$ cat src/rtl/wb_io_arbiter.sv
// Round-robin Wishbone arbiter sharing one IO slave port between NUM_M masters.
// Optional stall timeout enabled with `define WB_ARB_TIMEOUT_EN.
module wb_io_arbiter #(
    parameter int NUM_M       = 2,
    parameter int AW          = 32,
    parameter int DW          = 32,
    parameter int TIMEOUT_CYC = 255
) (
    input  logic                    clock,
    input  logic                    reset,
    input  logic [NUM_M*AW-1:0]     m_adr_i,
    input  logic [NUM_M*DW-1:0]     m_dat_i,
    input  logic [NUM_M*(DW/8)-1:0] m_sel_i,
    input  logic [NUM_M-1:0]        m_we_i,
    input  logic [NUM_M-1:0]        m_cyc_i,
    input  logic [NUM_M-1:0]        m_stb_i,
    output logic [DW-1:0]           m_dat_o,
    output logic [NUM_M-1:0]        m_ack_o,
    output logic [NUM_M-1:0]        m_err_o,
    output logic [AW-1:0]           s_adr_o,
    output logic [DW-1:0]           s_dat_o,
    output logic [DW/8-1:0]         s_sel_o,
    output logic                    s_we_o,
    output logic                    s_cyc_o,
    output logic                    s_stb_o,
    input  logic [DW-1:0]           s_dat_i,
    input  logic                    s_ack_i,
    input  logic                    s_err_i,
    output logic [NUM_M-1:0]        grant_o
);

    localparam int SW = DW / 8;
    localparam int IW = (NUM_M > 1) ? $clog2(NUM_M) : 1;

    typedef enum logic {
        IDLE = 1'b0,
        BUSY = 1'b1
    } state_t;

    state_t           state_q, state_d;
    logic [IW-1:0]    gidx_q, gidx_d;
    logic [IW-1:0]    last_q, last_d;
    logic [NUM_M-1:0] grant_q, grant_d;

    logic             busy_s;
    logic             cyc_g_s;
    logic             stb_g_s;
    logic             timeout_s;
    logic             win_found_s;
    logic [IW-1:0]    win_idx_s;
    logic [IW-1:0]    cand_s;

    assign busy_s  = (state_q == BUSY);
    assign cyc_g_s = m_cyc_i[gidx_q];
    assign stb_g_s = m_stb_i[gidx_q];
    assign grant_o = grant_q;

`ifdef WB_ARB_TIMEOUT_EN
    localparam int CW = ($clog2(TIMEOUT_CYC + 1) > 8) ? $clog2(TIMEOUT_CYC + 1) : 8;

    logic [CW-1:0] stall_q, stall_d;
    logic          stall_s;

    // Stall detection uses the unforced strobe so the timeout cycle itself counts as a stall.
    always_comb begin
        stall_s   = busy_s && stb_g_s && !s_ack_i && !s_err_i;
        timeout_s = stall_s && (stall_q == CW'(TIMEOUT_CYC - 1));
    end

    // Stall counter next state: clears on ack, err or leaving BUSY, holds while strobe is low.
    always_comb begin
        stall_d = stall_q;
        if ((state_d != BUSY) || s_ack_i || s_err_i) begin
            stall_d = {CW{1'b0}};
        end else if (stall_s) begin
            stall_d = stall_q + {{(CW-1){1'b0}}, 1'b1};
        end else begin
            stall_d = stall_q;
        end
    end

    // Stall counter register.
    always_ff @(posedge clock or negedge reset) begin
        if (!reset) begin
            stall_q <= {CW{1'b0}};
        end else begin
            stall_q <= stall_d;
        end
    end
`else
    logic [31:0] unused_timeout_s;
    assign unused_timeout_s = 32'(TIMEOUT_CYC);
    assign timeout_s        = 1'b0;
    logic        unused_stb_s;
    assign unused_stb_s     = stb_g_s;
`endif

    // Round-robin scan starting just after the last winner.
    always_comb begin
        win_found_s = 1'b0;
        win_idx_s   = last_q;
        cand_s      = last_q;
        for (int i = 1; i <= NUM_M; i++) begin
            cand_s = IW'((int'(last_q) + i) % NUM_M);
            if (!win_found_s && m_cyc_i[cand_s]) begin
                win_found_s = 1'b1;
                win_idx_s   = cand_s;
            end else begin
                win_found_s = win_found_s;
            end
        end
    end

    // FSM next state and grant bookkeeping.
    always_comb begin
        state_d = state_q;
        gidx_d  = gidx_q;
        last_d  = last_q;
        grant_d = grant_q;
        case (state_q)
            IDLE: begin
                if (win_found_s) begin
                    state_d = BUSY;
                    gidx_d  = win_idx_s;
                    last_d  = win_idx_s;
                    for (int k = 0; k < NUM_M; k++) begin
                        grant_d[k] = (IW'(k) == win_idx_s);
                    end
                end else begin
                    grant_d = {NUM_M{1'b0}};
                end
            end
            BUSY: begin
                if (!cyc_g_s || timeout_s) begin
                    state_d = IDLE;
                    grant_d = {NUM_M{1'b0}};
                end else begin
                    state_d = BUSY;
                end
            end
            default: begin
                state_d = IDLE;
                grant_d = {NUM_M{1'b0}};
            end
        endcase
    end

    // FSM and grant registers.
    always_ff @(posedge clock or negedge reset) begin
        if (!reset) begin
            state_q <= IDLE;
            gidx_q  <= {IW{1'b0}};
            last_q  <= IW'(NUM_M - 1);
            grant_q <= {NUM_M{1'b0}};
        end else begin
            state_q <= state_d;
            gidx_q  <= gidx_d;
            last_q  <= last_d;
            grant_q <= grant_d;
        end
    end

    // Bus routing: granted master to slave, slave responses to granted master only.
    always_comb begin
        s_adr_o = {AW{1'b0}};
        s_dat_o = {DW{1'b0}};
        s_sel_o = {SW{1'b0}};
        s_we_o  = 1'b0;
        s_cyc_o = 1'b0;
        s_stb_o = 1'b0;
        m_dat_o = {DW{1'b0}};
        m_ack_o = {NUM_M{1'b0}};
        m_err_o = {NUM_M{1'b0}};
        if (busy_s) begin
            s_adr_o = m_adr_i[int'(gidx_q)*AW +: AW];
            s_dat_o = m_dat_i[int'(gidx_q)*DW +: DW];
            s_sel_o = m_sel_i[int'(gidx_q)*SW +: SW];
            s_we_o  = m_we_i[gidx_q];
            s_cyc_o = cyc_g_s && !timeout_s;
            s_stb_o = stb_g_s && !timeout_s;
            m_dat_o = s_dat_i;
            for (int k = 0; k < NUM_M; k++) begin
                m_ack_o[k] = s_ack_i && grant_q[k];
                m_err_o[k] = (s_err_i || timeout_s) && grant_q[k];
            end
        end else begin
            m_dat_o = {DW{1'b0}};
        end
    end

endmodule
$ cat config.mk
export PLATFORM = sky130hd
export DESIGN_NAME = wb_io_arbiter
export DESIGN_NICKNAME = d
export VERILOG_FILES = /design/src/rtl/wb_io_arbiter.sv
export SDC_FILE = /design/constraint.sdc
export NUM_CORES = 1
export LEC_CHECK = 0
export CORE_AREA = 2 2 112 114
export CTS_CLUSTER_DIAMETER = 120
export DETAILED_ROUTE_END_ITERATION = 8
export DIE_AREA = 0 0 114 116
export RECOVER_POWER = 100
export SYNTH_ARGS = -nofsm -noshare
export SYNTH_HDL_FRONTEND = slang
export SYNTH_SLANG_ARGS = --single-unit
$ cat constraint.sdc
create_clock -name clock -period 1.65 [get_ports clock]
set_clock_uncertainty 0.2 [all_clocks]
set_input_delay 0.33 -clock clock [delete_from_list [all_inputs] [get_ports clock]]
set_output_delay 0.33 -clock clock [all_outputs]
set_load 0.02 [all_outputs]
==> flow_summary.ini <==
[outcome]
status = finished with violations
violations = setup timing

[synthesis]
synth-seq-cells = 5
synth-edff-count = 0
synth.most_common_cell = nor2b_1
synthCells = 222
yosys_warnings = 0
postSynth.asyncResetShare = 1.00
ys_seq_area_frac = 0.0732
synthFlopType = dfrtp_1
yosysUniqueCellTypes = 20
synth_area_per_cell_sq_um = 7.78
yosys-top-cells-count = 73 x nor2b_1, 71 x mux2i_1, 32 x and2_1, 11 x clkbuf_1
syn_nets = 400
synth_top_area_frac = 0.412
synth_area_leaders = mux2i_1 41%, nor2b_1 26%, and2_1 12%, dfrtp_1 5.8%, clkbuf_1 2.4%
syn-cell-area_sq_um = 1730
yosysTopAreaCell = mux2i_1

[global_route]
grt_pass1_wl_um = 15100
grt.total_usage = 0.144
grt_pass1_vias = 2939
antenna_found_initial = 0
grt_overflow = 0
grt_max_degree = 28

[setup_path]
worstPathMaxFanout = 8
cp_num_cells = 5
setup.worst_path.class = register to output port
path_cells = buf_12 > buf_16 > mux2i_1 > nor2b_1 > buf_4
rr_worst_depth = 6
crit_slowest_cell = dfrtp_4
cp.required_ps = 1120
crit_family = flip-flops
end_kind = output port
cpPeakStageDelay_ps = 560
crit_path_start_kind = register
critPathArrivalTime_ps = 1540
critPathBufInv = 3

[timing]
min_period_ps = 2070
fin_setup_tns_ps = -28660
tightest_slew_ps = 308
relSlewSlack = 0.795
hold_viol = 0
holdWs_ps = 211
timing.fmax_mhz = 484
fin_crit_sh = 1.25
drv_slew = 0
setup_violations = 108
setup_ws_ps = -416
grt_setup_unrepaired = true

[route]
vias_per_cell = 4.14
wl_per_cell_um = 15.7
routed_wl_um = 10900
dr_total_vias = 2860
dr.pass1.iters = 4
remaining_drc_errors = 0
drtIter0Drc = 54
final_antenna_net_count = 0

[finish]
fin_nets = 723
utilization = 0.499
insertedDiodeCount = 0
drive_gt1_frac = 0.531
area_growth_pct = 244
final_cells = 691

[cts]
cts_tree = yes
cts_max_level = 1
clk_path_buf_depth = 2
postCtsHoldBufs = 0
clock_latency_ps = 230
path_clk_slew_ps = 30
root_buffer = clkbuf_16
cts_sinks = 5
cts_buffers = 3

[die]
core_sq_um = 11900
die_x_um = 114
die_h_um = 116
start_util = 0.145
rows = 40
io_pins = 287
dieArea_sq_um = 13200

[power]
p_leak_nw = 2.66
ir_drop_mv = 0.454
powerDensity_nw_per_um2 = 1340

[placement]
dp_hpwl_um = 7710
port_buffers = 286
dp_worst_setup_slack_ps = -546
dpl.cell_count = 646
gp_congestion = 0.770

[hold_path]
hp-class = primary input to async pin

[flow_run]
max-cap-violations = 0
==> state kept, by name, indices dropped and copies added (netlist names) <==
name     count
gidx_q       1
grant_o      2
busy_s       1
last_q       1
==> power breakdown <==
group | switching (mW) | internal [mW] | leakage (nW)
logic | 3.02 | 4.23 | 2.57
clock network | 0.0803 | 0.320 | 0.0382
registers | 0.121 | 0.198 | 0.0568
total | 3.22 | 4.75 | 2.66
==> routing by layer <==
metal  up-vias  share of wire  track usage
li1       1387              -            -
met3         8          0.091       0.0329
met4         0          0.011       0.0341
met5         -              0            0
met2       158           0.55        0.287
met1      1307           0.34        0.153
==> cell families (layout without fill, tap and decap cells) <==
group,count (synthesis),after routing,synth area share
muxes,71,71,0.412
and+or+nand+nor,112,112,0.405
buffers and inverters,24,346,0.0768
AOI/OAI and AO/OA,10,10,0.0333
DFF,5,5,0.0732
==> through the flow <==
stage               power [mW]  instance area, sq um
global route              8.39                  5950
floorplan                 3.34                  1890
global placement          5.65                  4970
CTS                       7.22                  5620
finish                    7.98                  5950
detailed placement        5.68                  4970
==> final timing paths <==
kind                         endpoint  slack, ps   start
max                        s_sel_o[3]       -420  gidx_q
min                        grant_o[0]        210   reset
max reg2reg                grant_o[0]        -50  busy_s
min reg2reg                    last_q        360  last_q
max in group asynchronous      last_q        770   reset
min in group clock             last_q        360  last_q
==> what timing repair did <==
item / CTS / global route
setup buffers: 19 / 15
pin swaps: 0 / 1
gates resized for setup: 552 / 162
cloned: 10 / 2
setup endpoints to repair: 109 / 111
==> cells in the final DEF (no fill, tap or decap), types with 2 or more instances in the layout <==
cell,synthesis,routed
clkdlybuf4s50_1,0,176
buf_6,0,99
nor2b_2,0,64
mux2i_1,71,53
and2_4,0,32
buf_4,4,27
mux2i_2,0,16
buf_16,0,9
buf_12,0,9
buf_2,4,7
nor2b_1,73,6
clkbuf_16,0,5
buf_8,2,5
and3_4,0,4
o21ai_1,4,4
nor2b_4,0,3
a21oi_1,3,3
mux2i_4,0,2
inv_1,2,2
dfrtp_1,4,2
dlygate4sd2_1,0,2
clkbuf_2,0,2
==> final cells by class <==
class	instances	area, sq um
clock buffer	4	78.8
multi-input combinational	193	1840
sequential	5	131
fill	1108	5970
timing repair buffer	339	3700
tap	147	184
inverter	3	11.3
==> worst reg2reg max path, stage by stage, from the launching register on <==
cell and delay (ps):
dfrtp_2 380, buf_4 220, clkbuf_2 150, buf_8 110, buf_6 120, nand2_2 60, a222oi_1 340
No activity file was read; power rests on OpenSTA's default activity.
